## src/rtl/irda_mir_rx_bitsync.sv

```systemverilog
// MIR receive bit synchroniser: recovers bit-cell timing from raw IR pulses and emits RZI-decoded bits.
// Optional pulse-width qualification when IRDA_MIR_RX_GLITCH_FILTER_EN is defined.
`timescale 1ns/1ps
module irda_mir_rx_bitsync #(
  parameter int BIT_CLKS  = 16,
  parameter int CNT_W     = 4,
  parameter int P_NOM     = 4,
  parameter int LOSS_BITS = 32,
  parameter int MIN_PW    = 2
) (
  input  logic clk,
  input  logic wb_rst_i,
  input  logic rx_pad_i,
  input  logic mir_rx_en,
  output logic rx_o,
  output logic mir_rxbit_enable,
  output logic mir_rx_locked
);

`ifdef IRDA_MIR_RX_GLITCH_FILTER_EN
  localparam int P_CMP  = P_NOM + MIN_PW - 1;
  localparam int P_SNAP = P_NOM + MIN_PW;
  localparam int SYNC_W = 2;
`else
  localparam int P_CMP  = P_NOM;
  localparam int P_SNAP = P_NOM + 1;
  localparam int SYNC_W = 3;
`endif

  localparam logic [CNT_W-1:0] PH_LAST   = CNT_W'(BIT_CLKS - 1);
  localparam logic [CNT_W-1:0] PH_CMP    = CNT_W'(P_CMP);
  localparam logic [CNT_W-1:0] PH_SNAP   = CNT_W'(P_SNAP);
  localparam logic [CNT_W-1:0] PH_MINGAP = CNT_W'(BIT_CLKS - 2);
  localparam logic [7:0]       MISS_LAST = 8'(LOSS_BITS - 1);

  if (BIT_CLKS < 8 || (1 << CNT_W) < BIT_CLKS || P_NOM < 1 || P_NOM > BIT_CLKS - 2 ||
      LOSS_BITS < 2 || LOSS_BITS > 255 || MIN_PW < 1 || MIN_PW > 255 ||
      P_SNAP > BIT_CLKS - 1) begin : g_bad_param
    $error("irda_mir_rx_bitsync: illegal parameter combination");
  end

  typedef enum logic [1:0] {IDLE, HUNT, TRACK} state_t;

  state_t             state_q, state_d;
  logic [SYNC_W-1:0]  sync_q, sync_d;
  logic [CNT_W-1:0]   ph_q, ph_d;
  logic [CNT_W-1:0]   gap_q, gap_d;
  logic [7:0]         miss_q, miss_d;
  logic               flag_q, flag_d;
  logic               stall_q, stall_d;
  logic               skip_q, skip_d;
  logic               rxh_q, rxh_d;
  logic               rx_s, rise, strobe, cell_pulse;

  assign sync_d = {sync_q[SYNC_W-2:0], rx_pad_i};
  assign rx_s   = sync_q[1];

`ifdef IRDA_MIR_RX_GLITCH_FILTER_EN
  logic [7:0] run_q, run_d;
  // run_q counts earlier consecutive high cycles, so the qualified edge fires on the MIN_PW-th high cycle.
  assign run_d = rx_s ? ((run_q == 8'hFF) ? run_q : run_q + 8'd1) : 8'd0;
  assign rise  = rx_s && (run_q == 8'(MIN_PW - 1));
`else
  assign rise  = rx_s & ~sync_q[2];
`endif

  assign cell_pulse       = flag_q | rise;
  assign mir_rxbit_enable = strobe;
  assign rx_o             = strobe ? ~cell_pulse : rxh_q;
  assign mir_rx_locked    = (state_q == TRACK);

  always_comb begin
    state_d = state_q;
    flag_d  = flag_q;
    stall_d = stall_q;
    skip_d  = skip_q;
    miss_d  = miss_q;
    rxh_d   = rxh_q;
    gap_d   = (gap_q == PH_LAST) ? gap_q : gap_q + 1'b1;
    ph_d    = (ph_q == PH_LAST) ? '0 : ph_q + 1'b1;
    strobe  = 1'b0;
    if (!mir_rx_en) begin
      state_d = IDLE;
      ph_d    = '0;
      flag_d  = 1'b0;
      stall_d = 1'b0;
      skip_d  = 1'b0;
      miss_d  = '0;
      rxh_d   = 1'b1;
      gap_d   = PH_LAST;
    end else begin
      // A freshly snapped phase can reach the cell end early; that strobe is held off and the cell merges.
      strobe = (state_q != IDLE) && (ph_q == PH_LAST) && (gap_q >= PH_MINGAP);
      if (strobe) begin
        rxh_d  = ~cell_pulse;
        flag_d = 1'b0;
        gap_d  = '0;
      end else if (rise) begin
        flag_d = 1'b1;
      end
      unique case (state_q)
        IDLE: begin
          state_d = HUNT;
          ph_d    = '0;
        end
        HUNT: begin
          if (rise) begin
            state_d = TRACK;
            ph_d    = PH_SNAP;
            flag_d  = 1'b1;
            stall_d = 1'b0;
            skip_d  = 1'b0;
            miss_d  = '0;
          end
        end
        TRACK: begin
          if (rise && !flag_q) begin
            if (ph_q > PH_CMP)      stall_d = 1'b1;
            else if (ph_q < PH_CMP) skip_d  = 1'b1;
          end
          if (ph_q == PH_LAST) begin
            if (skip_q) begin
              ph_d   = CNT_W'(1);
              skip_d = 1'b0;
            end
          end else if (ph_q == '0 && stall_q) begin
            ph_d    = '0;
            stall_d = 1'b0;
          end
          if (strobe) begin
            if (cell_pulse) begin
              miss_d = '0;
            end else if (miss_q == MISS_LAST) begin
              state_d = HUNT;
              miss_d  = '0;
              stall_d = 1'b0;
              skip_d  = 1'b0;
            end else begin
              miss_d = miss_q + 8'd1;
            end
          end
        end
        default: state_d = IDLE;
      endcase
    end
  end

  always_ff @(posedge clk or posedge wb_rst_i) begin
    if (wb_rst_i) begin
      sync_q  <= '0;
      state_q <= IDLE;
      ph_q    <= '0;
      gap_q   <= PH_LAST;
      miss_q  <= '0;
      flag_q  <= 1'b0;
      stall_q <= 1'b0;
      skip_q  <= 1'b0;
      rxh_q   <= 1'b1;
`ifdef IRDA_MIR_RX_GLITCH_FILTER_EN
      run_q   <= '0;
`endif
    end else begin
      sync_q  <= sync_d;
      state_q <= state_d;
      ph_q    <= ph_d;
      gap_q   <= gap_d;
      miss_q  <= miss_d;
      flag_q  <= flag_d;
      stall_q <= stall_d;
      skip_q  <= skip_d;
      rxh_q   <= rxh_d;
`ifdef IRDA_MIR_RX_GLITCH_FILTER_EN
      run_q   <= run_d;
`endif
    end
  end

endmodule
```

## config.mk

```make
export PLATFORM = sky130hd
export DESIGN_NAME = irda_mir_rx_bitsync
export DESIGN_NICKNAME = d
export VERILOG_FILES = /design/src/rtl/irda_mir_rx_bitsync.sv
export SDC_FILE = /design/constraint.sdc
export NUM_CORES = 1
export LEC_CHECK = 0
export CORE_MARGIN = 3
export CORE_UTILIZATION = 55
export DETAILED_ROUTE_END_ITERATION = 10
export GPL_TIMING_DRIVEN = 1
export PLACE_DENSITY = 0.77
export SYNTH_ARGS = -nofsm -noshare
export SYNTH_HDL_FRONTEND = slang
export SYNTH_SLANG_ARGS = --single-unit
export TNS_END_PERCENT = 5
```

## constraint.sdc

```tcl
create_clock -name clk -period 3.5 [get_ports clk]
set_input_delay 0.35 -clock clk [delete_from_list [all_inputs] [get_ports clk]]
set_output_delay 0.35 -clock clk [all_outputs]
set_load 0.005 [all_outputs]
```

# Yosys cells after proc, flatten, opt, wreduce, memory -nomap -nowiden

Cells that the tools add are included.

ROM bits: 0
Memories: 0
Register bits: 25
Input port bits: 4
RAM bits: 0
Latch bits: 0

$mul: 0
Reductions and logical operators: 11
Multiplexer cells: 51
Equality and inequality tests: 12
Bitwise operators: 4
Divide/modulo/power cells: 0
Shifts and indexed selects: 0
$add $sub $neg: 3
Magnitude comparators: 3

Operator list:

| operator              | count |
|---|---|
| $mux W8               | 5 |
| $mux W4               | 9 |
| $mux W1               | 27 |
| $pmux W8 S2           | 1 |
| $pmux W4 S3           | 1 |
| $mux W2               | 5 |
| $ne A3 B2 Y1 const B  | 3 |
| $add A4 B1 Y4 const B | 2 |
| $add A8 B1 Y8 const B | 1 |
| $eq A4 B4 Y1 const B  | 2 |
| $eq A8 B5 Y1 const B  | 1 |
| $ne A3 B3 Y1 const B  | 2 |
| $pmux W2 S3           | 1 |
| $ge A4 B4 Y1 const B  | 1 |
| $gt A4 B3 Y1 const B  | 1 |
| $logic_and A1 B1 Y1   | 4 |
| $logic_not A4 Y1      | 1 |
| $lt A4 B3 Y1 const B  | 1 |
| $pmux W1 S2           | 2 |
| $reduce_and A4 Y1     | 1 |
| $ne A3 B1 Y1 const B  | 1 |
| $reduce_and A3 Y1     | 1 |
| $eq A2 B1 Y1 const B  | 1 |
| $eq A2 B2 Y1 const B  | 1 |
| 8 further kinds       | 9 |

# Logic depth before layout (Yosys ltp)

Depth after elaboration: 11
Depth in mapped cells: 6
Gate-level depth less buffers: 6

# Worst setup path before layout

Ideal clock, no wire load.

Path kind: register to output
Start: register gap_q[0]
End: output rx_o
Required time: 3150 ps
Arrival: 1523 ps
Slack: 1627 ps
Cell stages (with the launch flop): 6
Cell sequence: dfstp_2 inv_1 ha_1 o211ai_4 nor4_4 mux2_1

Cells in the longest elaborated chain, start to end: 4

RTL lines:

| what                   | line | RTL |
|---|---|---|
| start, declared        | 47   | `logic [CNT_W-1:0] gap_q, gap_d;` |
| start signal, assigned | 166  | `gap_q <= gap_d;` |
| $ge A4 B4 Y1           | 93   | `strobe = (state_q != IDLE) && (ph_q == PH_LAST) && (gap_q >= PH_MINGAP);` |
| $logic_and A1 B1 Y1    | 93   |  |
| $mux W1                | 82   | `if (!mir_rx_en) begin` |
| net mir_rxbit_enable   | 16   | `output logic mir_rxbit_enable,` |
| $mux W1                | 69   | `assign rx_o = strobe ? ~cell_pulse : rxh_q;` |
| end, declared          | 15   | `output logic rx_o,` |

The timed path passes the listed nets, and every way through them passes these cells.

# Worst setup path after layout

Start: register gap_q[0]
End: output rx_o

Cells in the longest elaborated chain, start to end: 4

RTL lines:

| what                | line |
|---|---|
| $ge A4 B4 Y1        | 93 |
| $logic_and A1 B1 Y1 | 93 |
| $mux W1             | 82 |
| $mux W1             | 69 |

No other way between the ends.

==> impl_metrics.tcl <==
set metrics [dict create \
    antenna_cells 0 \
    top_layer_used "met4" \
    hold_end "sync_q[1]" \
    cpPeakStageDelay_ps 590 \
    start_util 0.596 \
    cts_setup_buffers 0 \
    die_h_um 58.7 \
    p_comb_frac 0.249 \
    maxCapViolations 0 \
    remaining_drc_errors 0 \
    synth_edf_count 0 \
    internal-power_w 0.000418 \
    synthCells 152 \
    ys_seq_elements 25 \
    ant_nets 0 \
    ys_async_sr_fraction 1.00 \
    ios 7 \
    path_buf_inv 2 \
    drt-total-wl_um 2950 \
    clockPowerShare 0.204 \
    dr_wl_met3_um 200 \
    die-area_mm2 0.00345 \
    layout.cells.non_filler 189 \
    ys_seq_area_frac 0.413 \
    irDropWorstVdd_mv 0.379 \
    fin_crit_ps 2700 \
    p_sw_w 0.000198 \
    swShare 0.322 \
    place_congestion 0.934 \
    dpl.cell_count 185 \
    worstPathArrival_ps 2350 \
    synth_most_common_cell "dfrtp_1" \
    synth_cell_types 50 \
    period_share 0.770 \
    grt.total_usage 0.198 \
    ys_top_cells_by_count "dfrtp_1 (20), nand2_1 (14), nand3_1 (13)" \
    cp_max_fo 5 \
    row_count 18 \
    synth_area_mm2 0.00153 \
    dr.pass1.iters 4 \
    post_cts_resized 0 \
    synth_top_area_frac 0.327 \
    vias 1202 \
    p_seq_frac 0.547 \
    routedLengthMet1_um 1370 \
    grt_max_degree 26 \
    clk_path_buf_depth 2 \
    rsz0062_at_grt "no" \
    crit_required_ps 3150 \
    clkTransAtPathRegs_ps 140 \
    yosysTopAreaCell "dfrtp_1" \
    startpoint_type "register" \
    cp-end-kind "output port" \
    max_freq_mhz 371 \
    setup-tns-final_ps 0 \
    met2_length_um 1330 \
    drive_above_1_share 0.176 \
    syn_nets 161 \
    ys.flop_type "dfrtp_1" \
    hp-start "sync_q[0]" \
    worst_clock_skew_ps 9.90 \
    grt_antenna_before_repair 0 \
    clock_latency_ps 310 \
    ff2ff_setup_slack_ps 1550 \
    status "completed" \
    relSlewSlack 0.390 \
    yosysWarnings 0 \
    p_leak_nw 0.660 \
    r2r_cells 6 \
    worstSetupPathType "reg2out" \
    place.port_buffers 6 \
    r2r_start "gap_q[0]" \
    min_path_cells 0 \
    final.setup.worst_slack_ps 804 \
    p_total_w 0.000617 \
    cts.htree.levels 1 \
    routedWlPerCell_um 15.6 \
    area_growth_pct 6.63 \
    finalHoldViolCount 0 \
    hold_buffers 0 \
    tightest_slew_ps 914 \
    cts_buffers 3 \
    hp-class "reg2reg" \
    grt-ovfl-total 0 \
    path_cells "inv_1 -> ha_1 -> o211ai_4 -> nor4_4 -> mux2_1 -> clkdlybuf4s50_1" \
    grt_pass1_vias 1168 \
    hpwl_um 2210 \
    clock_sinks 25 \
    clockRootBuffer "clkbuf_4" \
    core_mm2 0.00257 \
    place_ws_ps 1110 \
    syn_area_per_cell_um2 10.1 \
    crit_path_top_delay_cell "dfstp_2" \
    r2r_end "stall_q" \
    fp.dieW_um 58.7 \
    critPathTopFamily "flip-flops" \
    nNetsFinal 169 \
    drt_iter0_markers 73 \
    setup_viol 0 \
    cts_tree "yes" \
    slew_viol_final 0 \
    synth_area_leaders "dfrtp_1 (33%), dfstp_2 (8.6%), nand3_1 (4.3%)" \
    grt_pass1_wl_um 5310 \
    power.density_mw_per_mm2 378 \
    routed_via_density 6.36 \
]
## registers in the layout (all words and copies together) (netlist names)
| signal | cells |
|---|---|
| gap_q | 4 |
| sync_q | 3 |
| miss_q | 8 |
| flag_q | 1 |
| rxh_q | 1 |
| stall_q | 1 |
| state_q | 2 |
| skip_q | 1 |
| ph_q | 4 |
## power by group through the flow
stage                     Clock, W  Sequential, W  Combinational [W]
after CTS                 0.000130       0.000337           0.000154
after global placement           0       0.000340           0.000148
after detailed placement         0       0.000342           0.000153
after global routing      0.000145       0.000341           0.000174
after floorplan                  0       0.000335           0.000132
final                     0.000126       0.000337           0.000154
## cells by family after synthesis
family / after synthesis / share of synthesized area
compound gates: 41 / 0.207
xor+xnor: 2 / 0.0115
mux: 3 / 0.0213
fa+ha+maj: 5 / 0.0409
flops: 25 / 0.413
simple gates: 64 / 0.266
buf+inv: 12 / 0.0401
## layer usage
layer  GRT usage  vias up
li1            -      582
met1       0.285      567
met2       0.306       47
met3      0.0241        6
met4      0.0712        0
met5           0        -
## worst max path at each step
stage	depth (start not counted)	startpoint	slack, ps	endpoint
final	6	gap_q[0]	800	rx_o
after floorplan	5	gap_q[0]	1630	rx_o
after CTS	6	gap_q[0]	800	rx_o
after global placement	5	mir_rx_en	1100	rx_o
after global routing	6	gap_q[0]	680	rx_o
after detailed placement	5	mir_rx_en	1110	rx_o
## cell type report
cell class | count | area, um^2
timing repair buffer | 7 | 67.6
multi-input combinational | 115 | 836
fill | 214 | 937
sequential | 25 | 632
clock inverter | 1 | 5.00
clock buffer | 3 | 22.5
inverter | 8 | 30.0
tap | 30 | 37.5
## stage by stage
step           hold WS, ps  utilization  cell area [um^2]
2_1_floorplan          331            -              1530
3_3_place_gp           342        0.624              1600
3_5_place_dp           340        0.624              1600
4_1_cts                371        0.635              1630
5_1_grt                379        0.635              1630
6_report               368        0.635              1630
## cell usage in the layout (no fill, tap or decap), types with 5 or more instances in the layout
cell type	instances
o21ai_0	11
ha_1	5
dfrtp_1	20
nand2_1	14
clkdlybuf4s50_1	6
nand2b_1	5
a21oi_1	7
inv_1	6
a31oi_1	9
nand3_1	13
dfstp_2	5
nor2_1	7
(Power assumes the default switching activity.)
